<file path="src/rtl/mux_scan_ctrl.sv">
// mux_scan_ctrl: drives a 4-bit word into the NAND 4:1 MUX and scans channels 0..3.
// Each channel settles for SETTLE cycles before z is sampled; the samples are reassembled and checked.
module mux_scan_ctrl #(
    parameter int SETTLE = 8,
    parameter int CW     = 4
) (
    input  logic       clk,
    input  logic       rst_n,
    input  logic [3:0] din,
    input  logic       din_valid,
    output logic       din_ready,
    output logic [3:0] c,
    output logic       s0,
    output logic       s1,
    input  logic       z,
    output logic       dout_bit,
    output logic       bit_valid,
    output logic [3:0] word_out,
    output logic       word_valid,
    input  logic       word_ready,
    output logic       mismatch,
    output logic [7:0] err_cnt,
    output logic       busy
);
    typedef enum logic [1:0] {ST_IDLE, ST_SETTLE, ST_SAMPLE, ST_DONE} state_t;

    localparam logic [CW-1:0] LAST = CW'(SETTLE - 1);

    state_t        state_q;
    logic [3:0]    c_q, cap_q, word_q;
    logic [1:0]    sel_q;
    logic [CW-1:0] cnt_q;
    logic          dout_q, bv_q, mis_q;
    logic [7:0]    err_q;
    logic [3:0]    word_d;

    assign word_d = {z, cap_q[2:0]};

    always_ff @(posedge clk or negedge rst_n) begin
        if (!rst_n) begin
            state_q <= ST_IDLE;
            c_q     <= '0;
            sel_q   <= '0;
            cnt_q   <= '0;
            cap_q   <= '0;
            dout_q  <= 1'b0;
            bv_q    <= 1'b0;
            word_q  <= '0;
            mis_q   <= 1'b0;
            err_q   <= '0;
        end else begin
            bv_q <= 1'b0;
            case (state_q)
                ST_IDLE: if (din_valid) begin
                    c_q     <= din;
                    sel_q   <= '0;
                    cnt_q   <= '0;
                    state_q <= ST_SETTLE;
                end
                ST_SETTLE: if (cnt_q == LAST) state_q <= ST_SAMPLE;
                           else cnt_q <= cnt_q + 1'b1;
                ST_SAMPLE: begin
                    cap_q[sel_q] <= z;
                    dout_q       <= z;
                    bv_q         <= 1'b1;
                    if (sel_q == 2'd3) begin
                        word_q  <= word_d;
                        mis_q   <= (word_d != c_q);
                        state_q <= ST_DONE;
                    end else begin
                        sel_q   <= sel_q + 1'b1;
                        cnt_q   <= '0;
                        state_q <= ST_SETTLE;
                    end
                end
                ST_DONE: if (word_ready) begin
                    state_q <= ST_IDLE;
                    if (mis_q && err_q != 8'hFF) err_q <= err_q + 1'b1;
                end
                default: state_q <= ST_IDLE;
            endcase
        end
    end

    // Selects come straight from register bits so the MUX never sees decode glitches.
    assign s0         = sel_q[1];
    assign s1         = sel_q[0];
    assign c          = c_q;
    assign dout_bit   = dout_q;
    assign bit_valid  = bv_q;
    assign word_out   = word_q;
    assign mismatch   = mis_q;
    assign err_cnt    = err_q;
    assign din_ready  = (state_q == ST_IDLE);
    assign word_valid = (state_q == ST_DONE);
    assign busy       = (state_q != ST_IDLE);
endmodule
</file>
<file path="config.mk">
export PLATFORM = sky130hd
export DESIGN_NAME = mux_scan_ctrl
export DESIGN_NICKNAME = d
export VERILOG_FILES = /design/src/rtl/mux_scan_ctrl.sv
export SDC_FILE = /design/constraint.sdc
export NUM_CORES = 1
export LEC_CHECK = 0
export ABC_AREA = 1
export CORE_ASPECT_RATIO = 0.9
export CORE_MARGIN = 3
export CORE_UTILIZATION = 42
export DETAILED_ROUTE_END_ITERATION = 7
export PLACE_DENSITY = 0.68
export SLEW_MARGIN = 20
export SYNTH_ARGS = -nofsm -noshare
export SYNTH_HDL_FRONTEND = slang
export SYNTH_SLANG_ARGS = --single-unit
</file>
<file path="constraint.sdc">
create_clock -name clk -period 1.7 [get_ports clk]
set_input_delay 0.425 -clock clk [delete_from_list [all_inputs] [get_ports clk]]
set_output_delay 0.425 -clock clk [all_outputs]
set_load 0.1 [all_outputs]
</file>
---- After elaboration in Yosys (flattened, before gate mapping) ----
Index checks and enable logic that the tools add are counted.
word-level totals
  register bits ........................... 31
  input bits .............................. 9
  output and inout port bits .............. 24
  word-level logic and storage cells ...... 55
operators by class
  $add $sub $neg .......................... 3
  magnitude comparators ................... 2
  eq/ne operators ......................... 12
  multiplexer cells ....................... 16
  reductions and logical operators ........ 12
operator list
  kind                                                                number
  2-to-1 mux 2 bit                                                    6
  2-to-1 mux 4 bit                                                    3
  case mux 4 bit (3 select lines)                                     1
  AND reduction 3 bit                                                 3
  adder 8 x 1 -> 8 bit (second input constant)                        1
  inequality test 2 bit (second input constant)                       4
  inequality test 8 bit (second input constant)                       1
  case mux 2 bit (4 select lines)                                     1
  == test 2 bit (second input constant)                               3
  adder 4 x 1 -> 4 bit (second input constant)                        1
  bitwise mux 4 bit                                                   1
  == test 4 x 3 -> 1 bit (second input constant)                      1
  inequality test 4 bit                                               1
  case mux 2 bit (2 select lines)                                     1
  AND reduction 2 bit                                                 2
  AND reduction 4 bit                                                 1
  nonzero test 2 bit                                                  2
  < comparator 2 x 3 -> 1 bit (second input constant)                 1
  nonzero test 3 bit                                                  1
  adder 2 x 1 -> 2 bit (second input constant)                        1
  demux 1 bit (select 2 bit)                                          1
  == test 2 x 1 -> 1 bit (second input constant)                      1
  greater-or-equal comparator 2 x 1 -> 1 bit (second input constant)  1
  logical AND 1 bit                                                   2
  3 further kinds                                                     4

---- Longest topological paths before layout ----
  word-level depth ........................ 5
  depth in mapped cells ................... 8
  gate-level depth less buffers ........... 8

---- Least setup slack after synthesis ----
Ideal clock, no wire load.
  path type ............................... reg-to-output
  from .................................... reg state_q[0]
  to ...................................... out busy
  arrival ................................. 2.119 ns
  data required time ...................... 1.275 ns
  setup slack ............................. -0.844 ns
  cell stages (with the launch flop) ...... 3
  path buffers ............................ 0
  cells stage by stage .................... dfrtp_1 nor2_2 inv_1
on the way
  longest elaborated chain between the ends .. 1
ends and longest elaborated chain
  item                      line  text
  start: declaration        29    state_t state_q;
  start signal: assignment  41    state_q <= ST_IDLE;
  start signal: assignment  58    state_q <= ST_SETTLE;
  start signal: assignment  60    ST_SETTLE: if (cnt_q == LAST) state_q <= ST_SAMPLE;
  nonzero test 2 bit        96    assign busy = (state_q != ST_IDLE);
  end: declaration          23    output logic busy
No other way between the ends.

---- Worst setup path after layout ----
  from .................................... reg state_q[1]
  to ...................................... out busy
The elaborated chain is that of the path after synthesis.

==> flow_summary_export.csv <==
group,metric,value,unit
worst_setup_path,crit_fanout,6,
global_routing,grt_start_max_net_pins,31,
global_routing,top_usage_layer,"met2",
worst_setup_path,worst-setup-path-type,"flop to primary output",
clocking,holdBufCountCts,0,
die,rows,20,
drt,num_vias,1314,
synthesis,synth_area,1570,um2
timing,worst_pin_slew,0.3675,ns
clocking,post_cts_buffers,0,
timing,period_minus_slack,1.628,ns
die,initial_utilization,45.14,%
placement,post-place-ws,0.1350,ns
clocking,clockRootBuffer,"clkbuf_8",
drt,drcViolationCount,0,
worst_setup_path,cp.arrival,1.20,ns
drt,dr.pass1.iters,4,
timing,worst_clock_skew,0.01050,ns
global_routing,grt_pass1_wl,5.575,mm
timing,slew_viol_final,0,
die,die_w,70.45,um
worst_setup_path,crit_path_max_incr_delay,0.48,ns
timing,layout_setup_ws,0.07222,ns
run_status,status,"finished, final reports clean",
global_routing,grt_pass1_vias,1253,
global_routing,gr-usage-met2,24.88,%
final_layout,fillCellCount,271,
die,ios,33,
global_routing,grt.met3_usage,3.931,%
timing,fin_crit_sh,95.75,%
final_layout,n_antenna_cell,0,
die,dieHeight,64.01,um
job,cap_violations,0,
timing,slew_headroom,75.50,%
min_path,worstHoldPathType,"input port to async pin",
synthesis,synth.distinct_cells,25,
die,fp.coreArea,3478,um2
global_routing,grt.overflow.total,0,
worst_setup_path,critPathSlowestCell,"dfrtp_2",
global_routing,grt_antenna_before_repair,0,
worst_setup_path,start_kind,"flop",
synthesis,ys_seq_area_share,47.81,%
synthesis,synthCells,199,
clocking,cts.clk_slew.worst_paths,0.07,ns
clocking,clk_path_buf_depth,2,
placement,hpwl,2.401,mm
drt,ant_nets,0,
placement,gp_congestion,0.8260,
final_layout,layout-drive-gt1-share,23.01,%
final_layout,area_delta_synth_final,47.41,%
die,die-area,4509,um2
clocking,clock_latency,0.28,ns
clocking,cts_sinks,30,
drt,vias_per_cell,4.643,
timing,hold_viol,0,
synthesis,ys_ff_latch,30,
timing,fmax,614.3,MHz
placement,numPortBuffers,32,
clocking,cts_made_buffers,5,
global_routing,track_usage,15.81,%
final_layout,final_nets,253,
timing,final-setup-viol-count,0,
global_routing,grt_util_met1,20.20,%
clocking,cts_tree,"yes",
clocking,h-tree-depth,2,
worst_setup_path,worstPathCellList,"nor2_4 -> inv_2 -> buf_12",
synthesis,avgSynthCellArea,7.891,um2
worst_setup_path,crit_required,1.27,ns
synthesis,yosysWarnings,0,
drt,drt-initial-drc-count,93,
synthesis,syn_nets,214,
timing,grt_setup_unrepaired,"false",
worst_setup_path,endpoint_kind,"primary output",
worst_setup_path,rr_worst_depth,8,
drt,drt_wl_total,3.161,mm
drt,post_drt_wl_per_cell,11.17,um
layer usage:
layer	routed length, um	vias up
met3	142	7
met2	1500	28
met1	1446	588
met5	0	-
li1	-	691
met4	72	0
metrics by stage:
step / TNS, ns / std cells / hold WS (ns) / utilization, % / cell area, um2
finish: 0 / 283 / 0.5258 / 66.55 / 2315
floorplan: -0.3734 / 199 / 0.1294 / - / 1584
detailed placement: 0 / 275 / 0.5039 / 63.13 / 2196
CTS: 0 / 283 / 0.5185 / 66.51 / 2313
global placement: 0 / 275 / 0.4948 / 63.13 / 2196
global route: 0 / 283 / 0.5545 / 66.55 / 2315
state kept, by name, indices dropped and copies added (netlist names):
register	cells
cap_q	3
mismatch	1
sel_q	2
bit_valid	1
word_out	4
state_q	2
cnt_q	4
dout_bit	1
err_cnt	8
c	4
layout make-up:
type	count	area [um2]	share of cell area [%]
Tap cell	44	55.05	2.378
Clock buffer	7	86.33	3.730
Clock inverter	1	30.03	1.297
Sequential cell	30	762.0	32.92
Inverter	27	101.3	4.378
Multi-Input combinational cell	141	711.9	30.76
Timing Repair Buffer	33	568.0	24.54
logic make-up (layout without fill, tap and decap cells):
| group | after synthesis | in the layout | synth area share [%] |
|---|---|---|---|
| buf+inv | 28 | 68 | 7.171 |
| flops | 30 | 30 | 47.81 |
| simple gates | 109 | 109 | 30.12 |
| fa+ha+maj | 6 | 6 | 4.781 |
| compound gates | 21 | 21 | 7.330 |
| xor+xnor | 5 | 5 | 2.789 |
layout by cell type (no fill, tap or decap), drive strengths merged:
| cell type | n |
|---|---|
| nand2 | 76 |
| dfrtp | 30 |
| inv | 27 |
| buf | 25 |
| nor2 | 21 |
| o21ai | 15 |
| clkdlybuf4s50 | 8 |
| nand3 | 7 |
| clkbuf | 7 |
| ha | 6 |
| xor2 | 3 |
| a21oi | 3 |
| xnor2 | 2 |
| o21bai | 2 |
| or2 | 2 |
| nor3 | 1 |
| nand4 | 1 |
| a31oi | 1 |
| nand3b | 1 |
| bufinv | 1 |
cell usage after synthesis, drive strengths merged:
cell	count	area, um2
a21oi	3	15.01
a31oi	1	6.260
buf	1	11.26
dfrtp	30	750.7
ha	6	75.07
inv	27	101.4
nand2	76	307.8
nand3	7	35.03
nand3b	1	7.510
nand4	1	6.260
nor2	21	98.84
nor3	1	5.000
o21ai	15	78.82
o21bai	2	15.01
or2	2	12.52
xnor2	2	17.52
xor2	3	26.28
path summary, 6_finish.rpt:
check / from / end / slack, ns
max: state_q[1]$_DFFE_PN0P_ / busy / 0.07
min: rst_n / err_cnt[2]$_DFFE_PN0P_ / 0.53
max reg2reg: err_cnt[1]$_DFFE_PN0P_ / err_cnt[4]$_DFFE_PN0P_ / 0.27
min reg2reg: cnt_q[1]$_DFFE_PN0P_ / cnt_q[1]$_DFFE_PN0P_ / 0.53
max in group asynchronous: rst_n / err_cnt[0]$_DFFE_PN0P_ / 0.87
min in group clk: cnt_q[1]$_DFFE_PN0P_ / cnt_q[1]$_DFFE_PN0P_ / 0.53
repair_timing:
| item | CTS | global route |
|---|---|---|
| setup endpoints to repair | 2 | 2 |
| pin swaps | 0 | 1 |
| cloned | 0 | 0 |
| resized for setup | 1 | 2 |
critical path, delay by kind of cell (launching register included):
kind	cells	cell delay (ns)
buffers and inverters	2	0.22
AND/OR/NAND/NOR	1	0.21
flip-flops	1	0.48
Power is left out: the tool's default activity adds up to more than one toggle a clock period on the data nets, which glitch-free logic cannot reach.
